$ cat src/rtl/fft_pkg.sv
// Shared definitions for the FFT input-buffer frame scheduler.
package fft_pkg;

    localparam int FFT_DATA_W    = 40;
    localparam int FFT_FRAME_LEN = 512;
    localparam int FFT_DEPTH     = 512;
    localparam int FFT_CNT_W     = 10;

    typedef enum logic [1:0] {
        ST_IDLE  = 2'd0,
        ST_FILL  = 2'd1,
        ST_DRAIN = 2'd2
    } sched_state_e;

endpackage

$ cat src/rtl/skid_buf2.sv
// Two-entry valid/ready output buffer; exposes its occupancy so the producer
// can throttle reads that land one cycle after they are issued.
module skid_buf2 #(
    parameter int W = 41
) (
    input  logic         clk,
    input  logic         rst,
    input  logic         clr,
    input  logic         in_valid,
    input  logic [W-1:0] in_data,
    input  logic         out_ready,
    output logic         out_valid,
    output logic [W-1:0] out_data,
    output logic [1:0]   occupancy
);

    logic [W-1:0] ent0_r;
    logic [W-1:0] ent1_r;
    logic [1:0]   cnt_r;
    logic         pop_s;

    assign out_valid = (cnt_r != 2'd0);
    assign out_data  = ent0_r;
    assign occupancy = cnt_r;
    assign pop_s     = out_valid & out_ready;

    // Entry storage and occupancy; ent0_r is always the head.
    always_ff @(posedge clk) begin
        if (rst) begin
            ent0_r <= {W{1'b0}};
            ent1_r <= {W{1'b0}};
            cnt_r  <= 2'd0;
        end else if (clr) begin
            cnt_r <= 2'd0;
        end else begin
            case ({in_valid, pop_s})
                2'b10: begin
                    if (cnt_r == 2'd0) begin
                        ent0_r <= in_data;
                    end else begin
                        ent1_r <= in_data;
                    end
                    cnt_r <= cnt_r + 2'd1;
                end
                2'b01: begin
                    ent0_r <= ent1_r;
                    cnt_r  <= cnt_r - 2'd1;
                end
                2'b11: begin
                    if (cnt_r == 2'd2) begin
                        ent0_r <= ent1_r;
                        ent1_r <= in_data;
                    end else begin
                        ent0_r <= in_data;
                    end
                end
                default: begin
                    cnt_r <= cnt_r;
                end
            endcase
        end
    end

endmodule

$ cat src/rtl/fft_frame_sched.sv
// Frame scheduler: fills the external FIFO with one frame, then drains it to the
// FFT core through a 2-entry skid buffer, tagging the final beat of the frame.
module fft_frame_sched
    import fft_pkg::*;
#(
    parameter int DATA_W    = FFT_DATA_W,
    parameter int FRAME_LEN = FFT_FRAME_LEN,
    parameter int DEPTH     = FFT_DEPTH,
    parameter int CNT_W     = FFT_CNT_W
) (
    input  logic              clk,
    input  logic              rst,
    input  logic              enable,
    input  logic              abort,
    input  logic              s_valid,
    input  logic [DATA_W-1:0] s_data,
    output logic              s_ready,
    output logic              m_valid,
    output logic [DATA_W-1:0] m_data,
    output logic              m_last,
    input  logic              m_ready,
    output logic [DATA_W-1:0] fifo_din,
    output logic              fifo_wr_en,
    output logic              fifo_rd_en,
    output logic              fifo_rst,
    input  logic [DATA_W-1:0] fifo_dout,
    input  logic              fifo_full,
    input  logic              fifo_empty,
    output logic              busy,
    output logic              ovf_err,
    output logic              unf_err
);

    // A frame can never be larger than what the FIFO holds.
    localparam int FRAME_CAP = (FRAME_LEN < DEPTH) ? FRAME_LEN : DEPTH;
    localparam logic [CNT_W-1:0] FRAME_CNT = CNT_W'(FRAME_CAP);
    localparam logic [CNT_W-1:0] LAST_IDX  = CNT_W'(FRAME_CAP - 1);

    sched_state_e     state_r;
    logic             busy_r;
    logic [CNT_W-1:0] wr_cnt_r;
    logic [CNT_W-1:0] rd_cnt_r;
    logic [CNT_W-1:0] rd_issued_r;
    logic             inflight_r;
    logic             inflight_last_r;
    logic             abort_q_r;
    logic             ovf_err_r;
    logic             unf_err_r;

    logic             s_ready_s;
    logic             wr_en_s;
    logic             rd_en_s;
    logic             pop_s;
    logic [2:0]       load_s;
    logic [1:0]       occ_s;
    logic             skid_valid_s;
    logic             skid_last_s;
    logic [DATA_W-1:0] skid_data_s;

    assign fifo_din   = s_data;
    assign fifo_wr_en = wr_en_s;
    assign fifo_rd_en = rd_en_s;
    assign fifo_rst   = rst | abort_q_r;
    assign s_ready    = s_ready_s;
    assign m_valid    = skid_valid_s;
    assign m_data     = skid_data_s;
    assign m_last     = skid_valid_s & skid_last_s;
    assign busy       = busy_r;
    assign ovf_err    = ovf_err_r;
    assign unf_err    = unf_err_r;
    assign pop_s      = skid_valid_s & m_ready;

    // Write acceptance in FILL and read issue in DRAIN; abort suppresses both.
    always_comb begin
        s_ready_s = 1'b0;
        wr_en_s   = 1'b0;
        rd_en_s   = 1'b0;
        load_s    = {1'b0, occ_s} + {2'b00, inflight_r} - {2'b00, pop_s};
        if (abort) begin
            rd_en_s = 1'b0;
        end else if (state_r == ST_FILL) begin
            s_ready_s = !fifo_full;
            wr_en_s   = s_valid & !fifo_full;
        end else if (state_r == ST_DRAIN) begin
            rd_en_s = (load_s < 3'd2) && (rd_issued_r < FRAME_CNT);
        end else begin
            rd_en_s = 1'b0;
        end
    end

    // Frame FSM with its counters and the read-in-flight tracking.
    always_ff @(posedge clk) begin
        if (rst || abort) begin
            state_r         <= ST_IDLE;
            busy_r          <= 1'b0;
            wr_cnt_r        <= {CNT_W{1'b0}};
            rd_cnt_r        <= {CNT_W{1'b0}};
            rd_issued_r     <= {CNT_W{1'b0}};
            inflight_r      <= 1'b0;
            inflight_last_r <= 1'b0;
        end else begin
            inflight_r      <= rd_en_s;
            inflight_last_r <= rd_en_s && (rd_issued_r == LAST_IDX);
            case (state_r)
                ST_IDLE: begin
                    if (enable) begin
                        state_r <= ST_FILL;
                        busy_r  <= 1'b1;
                    end else begin
                        busy_r  <= 1'b0;
                    end
                end
                ST_FILL: begin
                    if (wr_en_s) begin
                        if (wr_cnt_r == LAST_IDX) begin
                            wr_cnt_r <= {CNT_W{1'b0}};
                            state_r  <= ST_DRAIN;
                        end else begin
                            wr_cnt_r <= wr_cnt_r + {{(CNT_W-1){1'b0}}, 1'b1};
                        end
                    end
                end
                ST_DRAIN: begin
                    if (rd_en_s) begin
                        rd_issued_r <= rd_issued_r + {{(CNT_W-1){1'b0}}, 1'b1};
                    end
                    if (pop_s) begin
                        if (rd_cnt_r == LAST_IDX) begin
                            rd_cnt_r    <= {CNT_W{1'b0}};
                            rd_issued_r <= {CNT_W{1'b0}};
                            state_r     <= enable ? ST_FILL : ST_IDLE;
                            busy_r      <= enable;
                        end else begin
                            rd_cnt_r <= rd_cnt_r + {{(CNT_W-1){1'b0}}, 1'b1};
                        end
                    end
                end
                default: begin
                    state_r <= ST_IDLE;
                    busy_r  <= 1'b0;
                end
            endcase
        end
    end

    // Sticky error flags and the delayed abort that resets the FIFO.
    always_ff @(posedge clk) begin
        if (rst) begin
            abort_q_r <= 1'b0;
            ovf_err_r <= 1'b0;
            unf_err_r <= 1'b0;
        end else begin
            abort_q_r <= abort;
            if ((state_r == ST_FILL) && s_valid && fifo_full && (wr_cnt_r < FRAME_CNT)) begin
                ovf_err_r <= 1'b1;
            end else begin
                ovf_err_r <= ovf_err_r;
            end
            if (rd_en_s && fifo_empty) begin
                unf_err_r <= 1'b1;
            end else begin
                unf_err_r <= unf_err_r;
            end
        end
    end

    skid_buf2 #(
        .W(DATA_W + 1)
    ) u_skid (
        .clk       (clk),
        .rst       (rst),
        .clr       (abort),
        .in_valid  (inflight_r),
        .in_data   ({inflight_last_r, fifo_dout}),
        .out_ready (m_ready),
        .out_valid (skid_valid_s),
        .out_data  ({skid_last_s, skid_data_s}),
        .occupancy (occ_s)
    );

endmodule
$ cat config.mk
export PLATFORM = sky130hd
export DESIGN_NAME = fft_frame_sched
export DESIGN_NICKNAME = d
export VERILOG_FILES = /design/src/rtl/fft_pkg.sv /design/src/rtl/skid_buf2.sv /design/src/rtl/fft_frame_sched.sv
export SDC_FILE = /design/constraint.sdc
export NUM_CORES = 1
export LEC_CHECK = 0
export ABC_AREA = 1
export BUFFER_PORTS_ARGS = -buffer_cell sky130_fd_sc_hd__buf_2
export CORE_UTILIZATION = 55
export DETAILED_ROUTE_END_ITERATION = 7
export PLACE_DENSITY_LB_ADDON = 0.25
export SLEW_MARGIN = 20
export SYNTH_ARGS = -nofsm -noshare
export SYNTH_HDL_FRONTEND = slang
export SYNTH_SLANG_ARGS = --single-unit
$ cat constraint.sdc
create_clock -name clk -period 3.58 [get_ports clk]
set_clock_uncertainty 0.15 [all_clocks]
set_input_delay 0.358 -clock clk [delete_from_list [all_inputs] [get_ports clk]]
set_output_delay 0.358 -clock clk [all_outputs]
set_load 0.05 [all_outputs]
==> results.txt, run 1 <==
* Kind of start point of the critical path: register
- The floorplan step defined a die boundary enclosing 10500 um^2.
* Hold violation total from the final report: 0
- Data arrives at the worst endpoint at 2.82 ns.
- From bottom edge to top edge, the die measures 102 um.
- During synthesis, Yosys emitted a total of 0 warnings.
- Of the cells placed in the final design, the portion with a size suffix greater than 1 is 0.196.
- The tree is rooted in a sky130_fd_sc_hd__clkbuf_8.
- Fraction of synthesis flops using an asynchronous set or reset pin: 0
* Horizontal extent of the die: 102 um
- Of the synthesized area, sequential elements account for 0.442.
* Count of flip-flops with a built-in enable after synthesis: 0
* Highest-utilization routing layer at the global route stage: met2
- The final layout contains routed wiring with a total length of 12.9 mm.
- Initial antenna violation count: 0
- Across every metal layer, demand over resource in global routing totals 0.250.
- Dividing the synthesized area by the synthesized cell count gives 7.66 um^2.
- The synthesized netlist occupies a cell area of 5530 um^2.
- During I/O placement, the number of pins put on the boundary was 177.
- After routing, the total negative slack on setup checks comes to 0 ns.
* Clock-pin slew reported for the worst setup and hold paths after clock tree synthesis: 0.06 ns
- Htree depth: 4
* Biggest area contributors in the synthesized netlist: sky130_fd_sc_hd__dfxtp_1 (44%), sky130_fd_sc_hd__o21ai_0 (12%), sky130_fd_sc_hd__a21oi_1 (8.8%), sky130_fd_sc_hd__buf_4 (5.6%), sky130_fd_sc_hd__nor2_1 (5.5%)
- Row count: 36
- By count the netlist is led by sky130_fd_sc_hd__o21ai_0 (127), sky130_fd_sc_hd__dfxtp_1 (122), sky130_fd_sc_hd__a21oi_1 (97), sky130_fd_sc_hd__nor2_1 (81), sky130_fd_sc_hd__inv_1 (74).
- CTS tree: built
- Subtracting the final worst setup slack from the clock period gives 3.33 ns.
* Worst setup EP type: output pin
- The share of synthesized area in the top cell type comes to 0.442.
* Average routed wire per standard cell: 13.3 um
* Count of endpoints failing setup in the final report: 0
- Routability-driven placement finished with a final weighted congestion of 0.824.
* Num CTS Buffers: 17
- Core Util, Final: 0.699
- After technology mapping, the gate count stands at 721.
- Number of detailed-routing iterations run before antenna repair: 5
- Summed over all layers, the global routing overflow is 0.
- The clock passes through at most 2 buffers.
- Highest fanout seen on the critical path: 7
- Wire length of the first global-routing pass: 20.6 mm
* Final period utilization: 0.929
- Pin count of the biggest net entering global routing: 83
- The critical path is of the reg2out type.
* Achievable Freq: 301 MHz
- For this configuration, the core starts out at a cell density of 0.565.
- In the global route stage, met1 resource usage came out at 0.305.
- The detailed router finished its first iteration with 246 violations.
* Number of max-capacitance violations reported: 0
* Unrepaired setup endpoints after global routing: false
- Via count: 5037
* Number of synthesized register bits: 122
- Once detailed placement completed, the half-perimeter wirelength came to 7.85 mm.
- Met3 Use GR: 0.0684
- Transition time of the tightest slew-check pin: 0.935 ns
- Summed over all instances, the cell type with the most area after synthesis is sky130_fd_sc_hd__dfxtp_1.
* Insertion delay of the later-clocked pin in the worst-skew pair: 0.51 ns
- Most numerous cell in the Yosys netlist: sky130_fd_sc_hd__o21ai_0
- Area grow syn2layout: 23.6%
* NumNets Final: 910
- The clock drives 122 sinks.
* Remaining DRCs: 0
- Count of inserted antenna diode cells: 0
* Result of the run: completed
- Path class of the lowest-slack min-delay path: in2reg
* Number of nets with antenna violations after detailed routing: 0
* Worst EP required: 3.07 ns
- The number of pins with negative max-slew slack in the final report is 0.
* Post-DR vias/cell: 5.23
* Dominant synthesized flop cell: sky130_fd_sc_hd__dfxtp_1
- The number of global-route vias before repair came to 4579.
* Number of distinct library cells after synthesis: 43
- Count of port buffers added during placement: 96
* Met2 usage in global routing: 0.416
- VDD sags by at most 276 uV.
- Slew margin rel.: 0.373
- The region available for standard cell placement spans 9770 um^2.
- In this run the power density over the cells is 463 nW/um^2.
- Leak pwr: 2.73 nW
- Mapped Nets: 813
registers in the layout, indices dropped and copies added, names as in the netlist:
register / count
abort_q_r: 1
busy: 1
inflight_last_r: 1
inflight_r: 1
ovf_err: 1
rd_cnt_r: 10
rd_issued_r: 10
state_r: 2
u_skid.ent1_r: 41
u_skid.occupancy: 2
u_skid.out_data: 41
unf_err: 1
wr_cnt_r: 10
critical path: stages (launching register included):
cell and delay [ns]:
sky130_fd_sc_hd__dfxtp_1 0.41, sky130_fd_sc_hd__inv_1 0.12, sky130_fd_sc_hd__nor2_1 0.12, sky130_fd_sc_hd__inv_1 0.06, sky130_fd_sc_hd__nor2_1 0.19, sky130_fd_sc_hd__o21bai_1 0.20
sky130_fd_sc_hd__nand2_1 0.11, sky130_fd_sc_hd__fa_1 0.50, sky130_fd_sc_hd__nand3_1 0.17, sky130_fd_sc_hd__nor2_8 0.18, sky130_fd_sc_hd__clkbuf_4 0.25
cell usage in the layout (no fill, tap or decap), types with 2 or more instances in the layout:
master / n
sky130_fd_sc_hd__nor2_4: 3
sky130_fd_sc_hd__xor2_1: 9
sky130_fd_sc_hd__clkbuf_16: 16
sky130_fd_sc_hd__nand3_1: 14
sky130_fd_sc_hd__clkbuf_8: 6
sky130_fd_sc_hd__xnor2_1: 5
sky130_fd_sc_hd__inv_2: 5
sky130_fd_sc_hd__buf_2: 95
sky130_fd_sc_hd__nor4_1: 2
sky130_fd_sc_hd__nand3_4: 2
sky130_fd_sc_hd__a21oi_1: 97
sky130_fd_sc_hd__o21a_1: 2
sky130_fd_sc_hd__nor3b_1: 3
sky130_fd_sc_hd__nor3_1: 5
sky130_fd_sc_hd__a31oi_1: 2
sky130_fd_sc_hd__clkbuf_1: 3
sky130_fd_sc_hd__dlygate4sd3_1: 45
sky130_fd_sc_hd__inv_1: 74
sky130_fd_sc_hd__nand2_1: 53
sky130_fd_sc_hd__dfxtp_1: 122
sky130_fd_sc_hd__bufinv_16: 2
sky130_fd_sc_hd__nor2_2: 5
sky130_fd_sc_hd__o21ai_0: 127
sky130_fd_sc_hd__ha_1: 3
sky130_fd_sc_hd__nor2_1: 81
sky130_fd_sc_hd__buf_4: 12
sky130_fd_sc_hd__o21ai_1: 3
sky130_fd_sc_hd__clkinv_2: 4
sky130_fd_sc_hd__nand2_2: 2
sky130_fd_sc_hd__nand4_1: 10
layout make-up:
type                       count  area (um^2)
tap                          133          166
clock buffer                  25          494
sequential                   122         2440
multi-input combinational    444         2320
fill                         797         2940
timing repair buffer         153         1020
inverter                      80          300
clock inverter                 7         87.6
logic make-up (layout without fill, tap and decap cells):
group	after synthesis	count (layout)	synth area share
fa+ha+maj	4	4	0.0104
simple gates	189	189	0.164
xor+xnor	14	14	0.0222
buf+inv	155	265	0.141
flops	122	122	0.442
compound gates	237	237	0.220
metal layers:
layer | vias up | part of all wire
li1 | 2535 | -
met4 | 0 | 0.016
met1 | 2301 | 0.45
met5 | - | 0
met2 | 173 | 0.48
met3 | 28 | 0.051
power by group:
group | internal [W] | leakage [nW] | switching, W
logic | 0.0000682 | 1.46 | 0.0000793
registers | 0.00136 | 0.983 | 0.00000298
clock network | 0.00108 | 0.288 | 0.000574
timing repair:
| action | CTS | global route |
|---|---|---|
| gates resized for setup | 0 | 1 |
| hold buffers | 45 | 0 |
| endpoints found under the hold margin | 63 | 0 |
| setup endpoints to repair | 0 | 1 |
| buffers inserted | 0 | 5 |
stage by stage:
stage / cells / setup WS, ns / power [W] / cell area [um^2] / hold WS (ns)
floorplan: 721 / 0.991 / 0.00157 / 5530 / 0.275
global placement: 882 / 0.825 / 0.00150 / 5750 / 0.281
detailed placement: 882 / 0.649 / 0.00150 / 5750 / 0.291
CTS: 959 / 0.0807 / 0.00318 / 6790 / 0.0283
global route: 964 / 0.0496 / 0.00327 / 6830 / 0.0739
finish: 964 / 0.254 / 0.00317 / 6830 / 0.0572
worst paths after layout:
| path | start | slack, ns | depth (start not counted) | endpoint |
|---|---|---|---|---|
| max | u_skid.occupancy[1] | 0.25 | 10 | fifo_rd_en |
| min | abort | 0.06 | 3 | abort_q_r |
| max reg2reg | u_skid.occupancy[1] | 0.47 | 13 | unf_err |
| min reg2reg | u_skid.ent1_r[5] | 0.30 | 2 | u_skid.ent1_r[5] |
(Power assumes the default switching activity.)
==> run 2: changes to the inputs <==
- CORE_ASPECT_RATIO: default -> 1.5
==> run 2 against run 1 <==
Against the previous run: the flow now finishes with violations (DRC); via count shrank 4.9%; clock power grew 4%; global-route usage shrank 1.4 points; utilization shrank 4.9 points; combinational power shrank 28%; routed wire length shrank 9.5%; die area is essentially flat; largest cell class unchanged.
==> results.txt, run 2 (same netlist as run 1, synthesis figures left out) <==
- Insertion delay of the later-clocked pin in the worst-skew pair: 0.41 ns
- The worst setup path is launched from a register.
* Initial antenna violation count: 0
- Number of detailed-routing iterations run before antenna repair: 8
* Number of nets with antenna violations after detailed routing: 0
- In the global route stage, overall resource usage came out at 0.236.
- Power spread over the standard cell area amounts to 502 nW/um^2.
- The number of clock buffers added by TritonCTS is 17.
- Highest fanout seen on the critical path: 10
- HPWL after DPL: 7.60 mm
- For the pin with the worst max-slew slack, the measured transition is 0.718 ns.
- After clock tree synthesis, the clock-pin slew on the worst setup and hold paths is 0.06 ns.
- From left edge to right edge, the die measures 83.8 um.
- Broken down by cell family, the worst path's largest delay share belongs to simple AND/OR/NAND/NOR gates.
* Cells resized by post-CTS repair: 0
* Hold violation total from the final report: 0
- Buffer type at the clock tree root: sky130_fd_sc_hd__clkbuf_16
- The routed layout has 4790 vias.
- The core region is 9740 um^2.
- Htree depth: 4
- Across all setup checks in the final design, the least slack found is 0.294 ns.
- The number of antenna diodes in the final layout is 0.
- The number of pins with negative max-slew slack in the final report was 0.
* Pin count of the biggest net entering global routing: 83
- 177 I/O pins were placed.
- From bottom edge to top edge, the die measures 125 um.
- In the final layout, the share of cells above drive strength 1 is 0.205.
* Post-CTS Setup Repair Bufs: 0
* GPL Wtd Cong: 0.842
* Worst setup path category: reg2out
- Based on the critical path, the design can be clocked at up to 304 MHz.
- Chain of cells forming the critical path: inv_1, nor2_1, inv_1, nor2_1, o21bai_1, nand2_1, fa_1, nand3_1, nor2_8, buf_2
- In this run the tool buffered the top-level ports with 96 buffer cells.
* Number of max-capacitance violations reported: 0
- The run finished, with violations left.
* Unrepaired setup endpoints after global routing: false
- Worst vdd rail ir drop: 427 uV
- The number of global-route vias before repair was 4527.
- After detailed routing, the average wire length per cell comes to 13.0 um.
- For this design, the sink count on the clock tree is 122.
- Final routed wirelength across all metal layers: 11.6 mm
- Together, buffers and inverters on the worst path number 3.
* Residual overflow from global routing: 0
- Setup violations remaining at the end of the flow were counted as 0.
- Setup tns final: 0 ns
- Critical Path AT: 2.78 ns
- Row count: 44
- Remaining DRCs: 23
* Violations in the final reports: DRC
* CP max stage cell: sky130_fd_sc_hd__fa_1
- Placement-stage worst setup slack: 0.720 ns
- Dividing the final minimum period by the clock period gives 0.918.
- Most common cell after layout, fill and taps aside: sky130_fd_sc_hd__o21ai_0
* Cts hold-fix bufs: 0
- The largest single stage delay on the critical path is 0.49 ns.
- Worst setup EP type: output pin
* Leak pwr: 2.51 nW
* Slew margin rel.: 0.521
- Commonest cells after routing, fill and taps aside: sky130_fd_sc_hd__o21ai_0 (127), sky130_fd_sc_hd__dfxtp_1 (122), sky130_fd_sc_hd__a21oi_1 (97), sky130_fd_sc_hd__buf_2 (96), sky130_fd_sc_hd__nor2_1 (81)
- The clock passes through at most 2 buffers.
- The min-delay analysis places its worst path in the category in2reg.
* Clock period minus final worst setup slack: 3.29 ns
* Core Util, Final: 0.650
* CTS tree: built
* Die area: 10500 um^2
* First DRT Iteration DRCs: 285
* Initial Utilization: 0.567
* Post-DR vias/cell: 5.35
- Relative to the synthesized area, the layout overhead comes to 14.7%.
- STA puts the critical path data required time at 3.07 ns.
- The first global-routing pass estimated 20.1 mm of wire.
- NumNets Final: 859
[run 2: changes by cell type in the layout (fill, tap and decap cells not counted), sizes merged]
cell / previous run / this run
clkinvlp: 1 / 4
buf: 107 / 102
clkbuf: 26 / 22
dlygate4sd3: 45 / 0
clkinv: 5 / 4
inv: 79 / 80
[run 2: report_power, final]
group,internal (W),switching (W),total [W],leakage [nW]
Clock,0.00111,0.000592,0.00171,0.291
Sequential,0.00136,0.00000299,0.00137,0.983
Combinational,0.0000352,0.0000707,0.000106,1.23
Total,0.00251,0.000666,0.00318,2.51
[run 2: routing by layer]
metal	track usage	wire length (um)
met5	0	0
met4	0.0974	189
met3	0.0709	557
met2	0.419	5850
met1	0.257	5030
[run 2: worst min-delay path, stage by stage]
cell and delay, ns:
sky130_fd_sc_hd__buf_2 0.08, sky130_fd_sc_hd__a21oi_1 0.05, sky130_fd_sc_hd__nor2_1 0.07
[run 2: final cells by class]
| class | instances | area [um^2] |
|---|---|---|
| Clock buffer | 22 | 494 |
| Clock inverter | 10 | 114 |
| Multi-Input combinational cell | 444 | 2320 |
| Sequential cell | 122 | 2440 |
| Fill cell | 855 | 3410 |
| Tap cell | 115 | 144 |
| Timing Repair Buffer | 102 | 526 |
| Inverter | 80 | 300 |
[run 2: worst paths after layout]
| check | startpoint | endpoint | slack [ns] | depth (start not counted) |
|---|---|---|---|---|
| setup reg to reg | u_skid.occupancy[1] | rd_issued_r[5] | 0.81 | 12 |
| hold reg to reg | u_skid.ent1_r[12] | u_skid.ent1_r[12] | 0.29 | 2 |
| hold / removal | fifo_dout[1] | u_skid.out_data[1] | 0.04 | 3 |
| setup / recovery | u_skid.occupancy[1] | fifo_rd_en | 0.29 | 10 |
[run 2: through the flow]
| step | instances | area, um^2 | total power [W] | hold slack, ns |
|---|---|---|---|---|
| 3_5_place_dp | 863 | 5720 | 0.00150 | 0.291 |
| 2_1_floorplan | 721 | 5530 | 0.00157 | 0.275 |
| 6_report | 895 | 6340 | 0.00318 | 0.0448 |
| 5_1_grt | 895 | 6340 | 0.00329 | 0.0431 |
| 3_3_place_gp | 863 | 5720 | 0.00150 | 0.283 |
| 4_1_cts | 895 | 6330 | 0.00321 | 0.0311 |
